<file path="src/rtl/bus_reg_pkg.sv">
// Shared definitions for the bus register array: IRQ register offsets
// (relative to NUM_REGS) and the decoded access type.
package bus_reg_pkg;

    localparam int IRQ_STATUS_OFS = 0;
    localparam int IRQ_ENABLE_OFS = 1;

    typedef enum logic [1:0] {
        ACC_NONE,
        ACC_WR,
        ACC_RD,
        ACC_ERR
    } acc_t;

endpackage

</file>
<file path="src/rtl/bus_reg_array_if.sv">
// Register bus: access strobe, direction, address and write data from the
// master; registered read data, read-valid and error pulses back.
interface bus_reg_array_if #(
    parameter int ADDR_W = 4,
    parameter int DATA_W = 8
);
    logic              i_Bus_CS;
    logic              i_Bus_Wr_Rd_n;
    logic [ADDR_W-1:0] i_Bus_Addr;
    logic [DATA_W-1:0] i_Bus_Wr_Data;
    logic [DATA_W-1:0] o_Bus_Rd_Data;
    logic              o_Bus_Rd_DV;
    logic              o_Bus_Err;

    modport master (
        output i_Bus_CS, i_Bus_Wr_Rd_n, i_Bus_Addr, i_Bus_Wr_Data,
        input  o_Bus_Rd_Data, o_Bus_Rd_DV, o_Bus_Err
    );

    modport slave (
        input  i_Bus_CS, i_Bus_Wr_Rd_n, i_Bus_Addr, i_Bus_Wr_Data,
        output o_Bus_Rd_Data, o_Bus_Rd_DV, o_Bus_Err
    );
endinterface

</file>
<file path="src/rtl/bus_reg_irq.sv">
// Interrupt block: sticky status with write-1-to-clear, enable mask and a
// registered interrupt request. Only instantiated when BUS_REG_IRQ_EN is set.
module bus_reg_irq #(
    parameter int DATA_W = 8
) (
    input  logic              i_Clk,
    input  logic              i_Rst,
    input  logic [DATA_W-1:0] i_Irq_Set,
    input  logic [DATA_W-1:0] i_W1c,
    input  logic              i_En_We,
    input  logic [DATA_W-1:0] i_En_Data,
    output logic [DATA_W-1:0] o_Status,
    output logic [DATA_W-1:0] o_Enable,
    output logic              o_Irq
);
    logic [DATA_W-1:0] r_status;
    logic [DATA_W-1:0] r_enable;
    logic              r_irq;
    logic [DATA_W-1:0] w_status_next;
    logic [DATA_W-1:0] w_enable_next;

    // Clear is applied before set so a same-cycle event is never lost.
    always_comb begin
        w_status_next = (r_status & ~i_W1c) | i_Irq_Set;
        w_enable_next = i_En_We ? i_En_Data : r_enable;
    end

    // Status/enable storage; the request looks at the next values so it
    // rises one cycle after the event or enabling write.
    always_ff @(posedge i_Clk or posedge i_Rst) begin
        if (i_Rst) begin
            r_status <= '0;
            r_enable <= '0;
            r_irq    <= 1'b0;
        end else begin
            r_status <= w_status_next;
            r_enable <= w_enable_next;
            r_irq    <= |(w_status_next & w_enable_next);
        end
    end

    assign o_Status = r_status;
    assign o_Enable = r_enable;
    assign o_Irq    = r_irq;
endmodule

</file>
<file path="src/rtl/bus_reg_array.sv">
// Bus-accessible register array: NUM_REGS general registers (bus-written,
// fabric-read) plus optional IRQ status/enable registers at NUM_REGS and
// NUM_REGS+1. Optional feature macro: BUS_REG_IRQ_EN.
module bus_reg_array
    import bus_reg_pkg::*;
#(
    parameter int                         DATA_W   = 8,
    parameter int                         NUM_REGS = 8,
    parameter int                         ADDR_W   = 4,
    parameter logic [NUM_REGS*DATA_W-1:0] INIT_VAL = '0,
    parameter logic [NUM_REGS-1:0]        RO_MASK  = '0
) (
    input  logic                         i_Bus_Clk,
    input  logic                         i_Bus_Rst,
    bus_reg_array_if.slave               bus,
    input  logic [NUM_REGS*DATA_W-1:0]   i_Regs,
    output logic [NUM_REGS*DATA_W-1:0]   o_Regs,
    output logic [NUM_REGS-1:0]          o_Wr_Stb,
    output logic [NUM_REGS-1:0]          o_Rd_Stb,
    input  logic [DATA_W-1:0]            i_Irq_Set,
    output logic                         o_Irq
);
`ifdef BUS_REG_IRQ_EN
    localparam bit IRQ_ON = 1'b1;
`else
    localparam bit IRQ_ON = 1'b0;
`endif
    localparam logic [ADDR_W-1:0] STAT_ADDR = ADDR_W'(NUM_REGS + IRQ_STATUS_OFS);
    localparam logic [ADDR_W-1:0] EN_ADDR   = ADDR_W'(NUM_REGS + IRQ_ENABLE_OFS);

    logic [NUM_REGS*DATA_W-1:0] r_regs;
    logic [NUM_REGS-1:0]        r_wr_stb;
    logic [NUM_REGS-1:0]        r_rd_stb;
    logic [DATA_W-1:0]          r_rd_data;
    logic                       r_rd_dv;
    logic                       r_err;

    logic [NUM_REGS-1:0]        w_hit;
    logic [NUM_REGS-1:0]        w_wr_hit;
    logic [NUM_REGS-1:0]        w_rd_hit;
    logic                       w_is_stat;
    logic                       w_is_en;
    logic                       w_rd_req;
    logic [DATA_W-1:0]          w_rd_mux;
    logic [DATA_W-1:0]          w_status;
    logic [DATA_W-1:0]          w_enable;
    acc_t                       w_acc;

    // Address decode and access classification for the current bus cycle.
    always_comb begin
        w_hit = '0;
        for (int k = 0; k < NUM_REGS; k++) begin
            w_hit[k] = (bus.i_Bus_Addr == ADDR_W'(k));
        end
        w_is_stat = IRQ_ON && (bus.i_Bus_Addr == STAT_ADDR);
        w_is_en   = IRQ_ON && (bus.i_Bus_Addr == EN_ADDR);
        w_rd_req  = bus.i_Bus_CS && !bus.i_Bus_Wr_Rd_n;
        w_acc     = ACC_NONE;
        if (bus.i_Bus_CS) begin
            if (bus.i_Bus_Wr_Rd_n) begin
                if (((|w_hit) && !(|(w_hit & RO_MASK))) || w_is_stat || w_is_en)
                    w_acc = ACC_WR;
                else
                    w_acc = ACC_ERR;
            end else begin
                if ((|w_hit) || w_is_stat || w_is_en)
                    w_acc = ACC_RD;
                else
                    w_acc = ACC_ERR;
            end
        end
        w_wr_hit = (w_acc == ACC_WR) ? w_hit : '0;
        w_rd_hit = (w_acc == ACC_RD) ? w_hit : '0;
    end

    // Read data select; out-of-range addresses fall through to zero.
    always_comb begin
        w_rd_mux = '0;
        for (int k = 0; k < NUM_REGS; k++) begin
            if (w_hit[k]) w_rd_mux = i_Regs[k*DATA_W +: DATA_W];
        end
        if (w_is_stat) w_rd_mux = w_status;
        if (w_is_en)   w_rd_mux = w_enable;
    end

    // General register storage, updated by accepted bus writes.
    always_ff @(posedge i_Bus_Clk or posedge i_Bus_Rst) begin
        if (i_Bus_Rst) begin
            r_regs <= INIT_VAL;
        end else begin
            for (int k = 0; k < NUM_REGS; k++) begin
                if (w_wr_hit[k]) r_regs[k*DATA_W +: DATA_W] <= bus.i_Bus_Wr_Data;
            end
        end
    end

    // Registered bus response and per-register strobes.
    always_ff @(posedge i_Bus_Clk or posedge i_Bus_Rst) begin
        if (i_Bus_Rst) begin
            r_wr_stb  <= '0;
            r_rd_stb  <= '0;
            r_rd_data <= '0;
            r_rd_dv   <= 1'b0;
            r_err     <= 1'b0;
        end else begin
            r_wr_stb <= w_wr_hit;
            r_rd_stb <= w_rd_hit;
            r_rd_dv  <= w_rd_req;
            r_err    <= (w_acc == ACC_ERR);
            if (w_rd_req) r_rd_data <= w_rd_mux;
        end
    end

`ifdef BUS_REG_IRQ_EN
    logic [DATA_W-1:0] w_w1c;
    logic              w_en_we;

    assign w_w1c   = (w_acc == ACC_WR && w_is_stat) ? bus.i_Bus_Wr_Data : '0;
    assign w_en_we = (w_acc == ACC_WR && w_is_en);

    bus_reg_irq #(
        .DATA_W (DATA_W)
    ) u_irq (
        .i_Clk     (i_Bus_Clk),
        .i_Rst     (i_Bus_Rst),
        .i_Irq_Set (i_Irq_Set),
        .i_W1c     (w_w1c),
        .i_En_We   (w_en_we),
        .i_En_Data (bus.i_Bus_Wr_Data),
        .o_Status  (w_status),
        .o_Enable  (w_enable),
        .o_Irq     (o_Irq)
    );
`else
    logic w_unused_irq_set;

    assign w_unused_irq_set = ^i_Irq_Set;
    assign w_status         = '0;
    assign w_enable         = '0;
    assign o_Irq            = 1'b0;
`endif

    assign o_Regs            = r_regs;
    assign o_Wr_Stb          = r_wr_stb;
    assign o_Rd_Stb          = r_rd_stb;
    assign bus.o_Bus_Rd_Data = r_rd_data;
    assign bus.o_Bus_Rd_DV   = r_rd_dv;
    assign bus.o_Bus_Err     = r_err;
endmodule
</file>
<file path="src/flat_wrapper.sv">
// flat-port wrapper written by rule: the top's interface ports become plain ports
module bus_reg_array_flat import bus_reg_pkg::*;
#(
    parameter int                         DATA_W   = 8,
    parameter int                         NUM_REGS = 8,
    parameter int                         ADDR_W   = 4,
    parameter logic [NUM_REGS*DATA_W-1:0] INIT_VAL = '0,
    parameter logic [NUM_REGS-1:0]        RO_MASK  = '0
)
  (i_Bus_Clk, i_Bus_Rst, i_Regs, o_Regs, o_Wr_Stb, o_Rd_Stb, i_Irq_Set, o_Irq, bus_i_Bus_CS, bus_i_Bus_Wr_Rd_n, bus_i_Bus_Addr, bus_i_Bus_Wr_Data, bus_o_Bus_Rd_Data, bus_o_Bus_Rd_DV, bus_o_Bus_Err);
  bus_reg_array_if #(.ADDR_W(ADDR_W), .DATA_W(DATA_W)) bus_i ();
  input  logic i_Bus_Clk;
  input  logic i_Bus_Rst;
  input  logic [NUM_REGS*DATA_W-1:0] i_Regs;
  output logic [NUM_REGS*DATA_W-1:0] o_Regs;
  output logic [NUM_REGS-1:0] o_Wr_Stb;
  output logic [NUM_REGS-1:0] o_Rd_Stb;
  input  logic [DATA_W-1:0] i_Irq_Set;
  output logic o_Irq;
  input wire logic [$bits(bus_i.i_Bus_CS)-1:0] bus_i_Bus_CS;
  input wire logic [$bits(bus_i.i_Bus_Wr_Rd_n)-1:0] bus_i_Bus_Wr_Rd_n;
  input wire logic [$bits(bus_i.i_Bus_Addr)-1:0] bus_i_Bus_Addr;
  input wire logic [$bits(bus_i.i_Bus_Wr_Data)-1:0] bus_i_Bus_Wr_Data;
  output wire logic [$bits(bus_i.o_Bus_Rd_Data)-1:0] bus_o_Bus_Rd_Data;
  output wire logic [$bits(bus_i.o_Bus_Rd_DV)-1:0] bus_o_Bus_Rd_DV;
  output wire logic [$bits(bus_i.o_Bus_Err)-1:0] bus_o_Bus_Err;
  assign bus_i.i_Bus_CS = bus_i_Bus_CS;
  assign bus_i.i_Bus_Wr_Rd_n = bus_i_Bus_Wr_Rd_n;
  assign bus_i.i_Bus_Addr = bus_i_Bus_Addr;
  assign bus_i.i_Bus_Wr_Data = bus_i_Bus_Wr_Data;
  assign bus_o_Bus_Rd_Data = bus_i.o_Bus_Rd_Data;
  assign bus_o_Bus_Rd_DV = bus_i.o_Bus_Rd_DV;
  assign bus_o_Bus_Err = bus_i.o_Bus_Err;
  bus_reg_array #(.DATA_W(DATA_W), .NUM_REGS(NUM_REGS), .ADDR_W(ADDR_W), .INIT_VAL(INIT_VAL), .RO_MASK(RO_MASK)) u_core (.i_Bus_Clk(i_Bus_Clk), .i_Bus_Rst(i_Bus_Rst), .bus(bus_i), .i_Regs(i_Regs), .o_Regs(o_Regs), .o_Wr_Stb(o_Wr_Stb), .o_Rd_Stb(o_Rd_Stb), .i_Irq_Set(i_Irq_Set), .o_Irq(o_Irq));
endmodule
</file>
<file path="config.mk">
export PLATFORM = sky130hd
export DESIGN_NAME = bus_reg_array_flat
export DESIGN_NICKNAME = d
export VERILOG_FILES = /design/src/rtl/bus_reg_pkg.sv /design/src/rtl/bus_reg_array_if.sv /design/src/rtl/bus_reg_irq.sv /design/src/rtl/bus_reg_array.sv /design/src/flat_wrapper.sv
export SDC_FILE = /design/constraint.sdc
export NUM_CORES = 1
export LEC_CHECK = 0
export ABC_AREA = 1
export CORE_MARGIN = 4
export CORE_UTILIZATION = 45
export CTS_CLUSTER_SIZE = 24
export DETAILED_ROUTE_END_ITERATION = 10
export HOLD_SLACK_MARGIN = 0.15
export PLACE_DENSITY = 0.91
export SLEW_MARGIN = 20
export SYNTH_ARGS = -nofsm -noshare
export SYNTH_HDL_FRONTEND = slang
export SYNTH_SLANG_ARGS = --single-unit
</file>
<file path="constraint.sdc">
create_clock -name i_Bus_Clk -period 5.9 [get_ports i_Bus_Clk]
set_input_delay 0.885 -clock i_Bus_Clk [delete_from_list [all_inputs] [get_ports i_Bus_Clk]]
set_output_delay 0.885 -clock i_Bus_Clk [all_outputs]
set_load 0.05 [all_outputs]
</file>
# Word level (Yosys, flattened, before mapping)
# Cells that the tools add are included.
[op_classes]
eq_ne = 10
n_mux = 14
n_reduce_logical = 4
[op_table]
columns = ["op", "count"]
rows = [
  ["two-way mux 8 bit", 10],
  ["equality test 4 x 3 -> 1 bit, second input constant", 4],
  ["equality test 4 x 2 -> 1 bit, second input constant", 2],
  ["OR reduction 8 bit", 1],
  ["two-way mux 2 bit", 3],
  ["equality test 2 bit, second input constant", 2],
  ["equality test 4 x 1 -> 1 bit, second input constant", 1],
  ["zero test 4 bit", 1],
  ["equality test 2 x 1 -> 1 bit, second input constant", 1],
  ["logical AND 1 bit", 1],
  ["zero test 1 bit", 1],
  ["two-way mux 1 bit", 1],
]
[word_totals]
regBits = 90
out_inout_bits = 91
word_cells = 41

# Logic depth before layout (Yosys ltp)
[depth]
depth_word = 9
depth_mapped = 10
depth_no_buf = 8

# Least setup slack after synthesis
# No wires, ideal clock.
[synth_path]
path_kind = "input -> register"
startpoint = "input port bus_i_Bus_Addr[3]"
endpoint = "register u_core.r_regs[54] (netlist: u_core.o_Regs[54])"
setup_ps = 128
arrival_time_ps = 1910
required_time_ps = 5772
setup_slack_ps = 3861
cell_stages = 8
cell_sequence = "buf_6 nor2_2 nand2_2 inv_1 nand2_1 buf_6 nand2_1 o21ai_0"
[synth_via]
elab_chain_cells = 7
[synth_lines]
columns = ["item", "line", "source"]
rows = [
  ["from (decl)", "flat_wrapper.sv:22", "input wire logic [$bits(bus_i.i_Bus_Addr)-1:0] bus_i_Bus_Addr;"],
  ["equality test 4 x 1 -> 1 bit, or another cell as far along", "bus_reg_array.sv:53", "w_hit[k] = (bus.i_Bus_Addr == ADDR_W'(k));"],
  ["OR reduction 8 bit", "bus_reg_array.sv:61, bus_reg_array.sv:66", ""],
  ["two-way mux 1 bit / two-way mux 2 bit (equally long branches)", "bus_reg_array.sv:66, bus_reg_array.sv:61", ""],
  ["two-way mux 2 bit", "bus_reg_array.sv:60", "if (bus.i_Bus_Wr_Rd_n) begin"],
  ["two-way mux 2 bit", "bus_reg_array.sv:59", "if (bus.i_Bus_CS) begin"],
  ["equality test 2 x 1 -> 1 bit", "bus_reg_array.sv:72", "w_wr_hit = (w_acc == ACC_WR) ? w_hit : '0;"],
  ["two-way mux 8 bit (*)", "bus_reg_array.sv:72", ""],
  ["to (signal, indexed assignment)", "bus_reg_array.sv:92", "if (w_wr_hit[k]) r_regs[k*DATA_W +: DATA_W] <= bus.i_Bus_Wr_Data;"],
  ["to (decl)", "bus_reg_array.sv:31", "logic [NUM_REGS*DATA_W-1:0] r_regs;"],
]
# Every way passes the cells marked *; elsewhere a longest branch is shown, timed or not.
# A chain may end at the register's enable or synchronous reset.

# Worst setup path after layout
[layout_path]
startpoint = "input port bus_i_Bus_Addr[3]"
endpoint = "register u_core.r_regs[31] (netlist: u_core.o_Regs[31])"
# Same word-level chain as after synthesis.

==> reports/qor.txt <==
Wire per inst: 17.3 um
Delay of the slowest cell on the worst path: 710 ps
Unrepaired setup endpoints after global routing: no
Initial Util: 0.465
Critical path class: in -> reg
Clk pwr share: 0.245
CP max-delay cell: nor2_2
Fraction of layout cells with a size suffix above 1: 0.0443
Final weighted congestion in routability-driven placement: 0.853
P&R area growth vs syn: 50.1%
Clk Latency, worst-skew pair: 350 ps
Register area share after synthesis: 0.584
Fin nets: 692
Clk_skew: 0 ps
Fmax: 324 MHz
Hold_buf cts: 0
CTS tree: built
Mapped cell area: 3860 sq um
Min cycle time layout: 3090 ps
Final hold vios: 0
First-pass DRT Iterations: 6
Max-slew headroom: 0.468
Number of global-route vias before repair: 3728
All-layer global routing usage: 0.254
Area of the multi-input gates: 1310 sq um
Mapped Cells: 440
Placed Instances: 698
Worst-Margin Slew: 798 ps
Width of the die: 101 um
H-tree depth: 3
Count leader, synth: nand2_1
Resized Gates After CTS: 0
Largest net degree at the start of global routing: 91
Die area: 10100 sq um
Synth async-reset ratio: 1.00
LEAKAGE: 2.74 nW
Synth cell types: 23
# clock sinks: 90
Top Ports: 179
Share of Yosys cell area claimed by the top area cell type: 0.584
Net switching power figure: 0.000639 W
Flop pwr share: 0.418
Synth cell count leaders: nand2_1, dfrtp_1, o21ai_0
Max cap viols: 0
Critical path startpoint category: input port
Main synth FF type: dfrtp_1
Initial antenna violation count: 0
Root buffer cell: clkbuf_8
Status: finished clean
Worst hold margin: 489 ps
CP Capture Type: flip-flop
Hpwl dp: 9200 um
Max IR drop VDD: 0.000262 V
DP Area: 5580 sq um
# fillers: 633
Period Utilization, post-route: 0.523
# diodes: 0
Req. time, crit path: 6160 ps
Most frequent CP cell: nor2_2
Cts bufs inserted: 9
Initial drt markers: 164
Area of the core: 8300 sq um
Post-Syn Area per Cell: 8.77 sq um
Class of the worst hold path: reg -> reg
Antenna Nets Post-Route: 0
Gr ovfl total: 0
Crit path max fanout: 21
Number of synthesized flops with an enable pin: 0
Clock transition at path regs: 90 ps
Switching share of power: 0.368
Final setup TNS: 0 ps
Post-CTS setup buffer count: 0
Non-filler cells, final: 714
First-pass GRT wire length: 19600 um
Vias/cell: 5.07
Largest cells by area after synthesis: dfrtp_1, nand2_1, o21ai_0
Synth warn: 0
Final setup viols: 0
Drt total wl: 12400 um
I/O Buffers: 169
Fin area: 5790 sq um
Syn_nets: 528
Yosys reg bits: 90
Final core occ: 0.698
CTS max path bufs: 2
Max-slew violations: 0
Pwr dens: 300 nW/um^2
Row cnt: 33
# DRC: 0
Via count: 3620
Int Power: 0.00110 W
Combinational power share: 0.337
Ordered cell list for the critical path: clkdlybuf4s50_1 -> nor2_2 -> inv_1 -> nor2_2 -> nand2_2 -> o21ai_0
Reg area: 2250 sq um
Cell taking the most area after synthesis: dfrtp_1
Chip height: 101 um
Crit path DAT: 3350 ps
final cells by class:
cell class,instances,share of cell area
sequential,90,0.389
timing repair buffer,170,0.294
multi-input combinational,282,0.226
inverter,51,0.0333
clock buffer,11,0.0244
tap,105,0.0227
clock inverter,5,0.0108
power by group through the flow:
stage	Sequential, W	Combinational (W)	Clock (W)
2_1_floorplan	0.000982	0.000102	0
6_report	0.000727	0.000585	0.000425
3_5_place_dp	0.000737	0.000587	0
4_1_cts	0.000727	0.000589	0.000438
3_3_place_gp	0.000733	0.000576	0
5_1_grt	0.000736	0.000619	0.000465
per-layer routing:
layer | vias up | wire length, um | part of all wire | track usage
met2 | 175 | 6110 | 0.49 | 0.423
met4 | 0 | 267 | 0.022 | 0.103
met3 | 19 | 1400 | 0.11 | 0.0893
met5 | - | 0 | 0 | 0
met1 | 1702 | 4590 | 0.37 | 0.299
li1 | 1724 | - | - | -
worst max-delay path: cells and delay by family:
| family | cells | cell delay (ps) |
|---|---|---|
| buf+inv | 2 | 810 |
| simple gates | 3 | 1380 |
| compound gates | 1 | 250 |
registers in the layout, summed over array words and instances (netlist names):
register / count
u_core.bus.o_Bus_Rd_Data: 8
u_core.bus.o_Bus_Rd_DV: 1
u_core.o_Regs: 64
u_core.bus.o_Bus_Err: 1
u_core.o_Wr_Stb: 8
u_core.o_Rd_Stb: 8
placed cells by master, fill, tap and decap left out:
cell,n
clkdlybuf4s50_1,169
nand2_1,113
dfrtp_1,90
o21ai_0,56
inv_1,49
nor2_1,46
nand3_1,27
clkbuf_8,10
a21oi_1,8
nand4_1,8
a22o_1,8
nor2_2,4
nor4_1,3
nand2_2,2
nor3_4,2
clkinvlp_4,2
nor2_4,1
nor4_4,1
nor3_1,1
clkinv_1,1
clkinv_2,1
o21ai_1,1
conb_1,1
bufinv_16,1
inv_6,1
clkbuf_1,1
clkinv_4,1
buf_6,1
stage by stage:
step | total power, W | setup WS [ps]
final | 0.00174 | 2810
after global routing | 0.00182 | 2610
after CTS | 0.00175 | 2880
after detailed placement | 0.00132 | 2510
after global placement | 0.00131 | 2190
after floorplan | 0.00108 | 2680
cells by family after synthesis:
kind of cell / share of synthesized area
compound gates: 0.102
other cells: 0.000972
buf+inv: 0.0781
simple gates: 0.235
flops: 0.584
path summary, 6_finish.rpt:
kind | from | endpoint | slack (ps) | depth (start not counted)
setup / recovery | bus_i_Bus_Addr[3] | u_core.o_Regs[31] | 2810 | 6
hold / removal | u_core.o_Regs[41] | u_core.o_Regs[41] | 490 | 2
setup reg to reg | u_core.bus.o_Bus_Rd_Data[3] | u_core.bus.o_Bus_Rd_Data[3] | 5060 | 3
hold reg to reg | u_core.o_Regs[41] | u_core.o_Regs[41] | 490 | 2
max in group asynchronous | i_Bus_Rst | u_core.bus.o_Bus_Rd_DV | 4290 | 3
min in group asynchronous | i_Bus_Rst | u_core.o_Regs[44] | 1050 | 3
No activity file was read; power rests on OpenSTA's default activity.
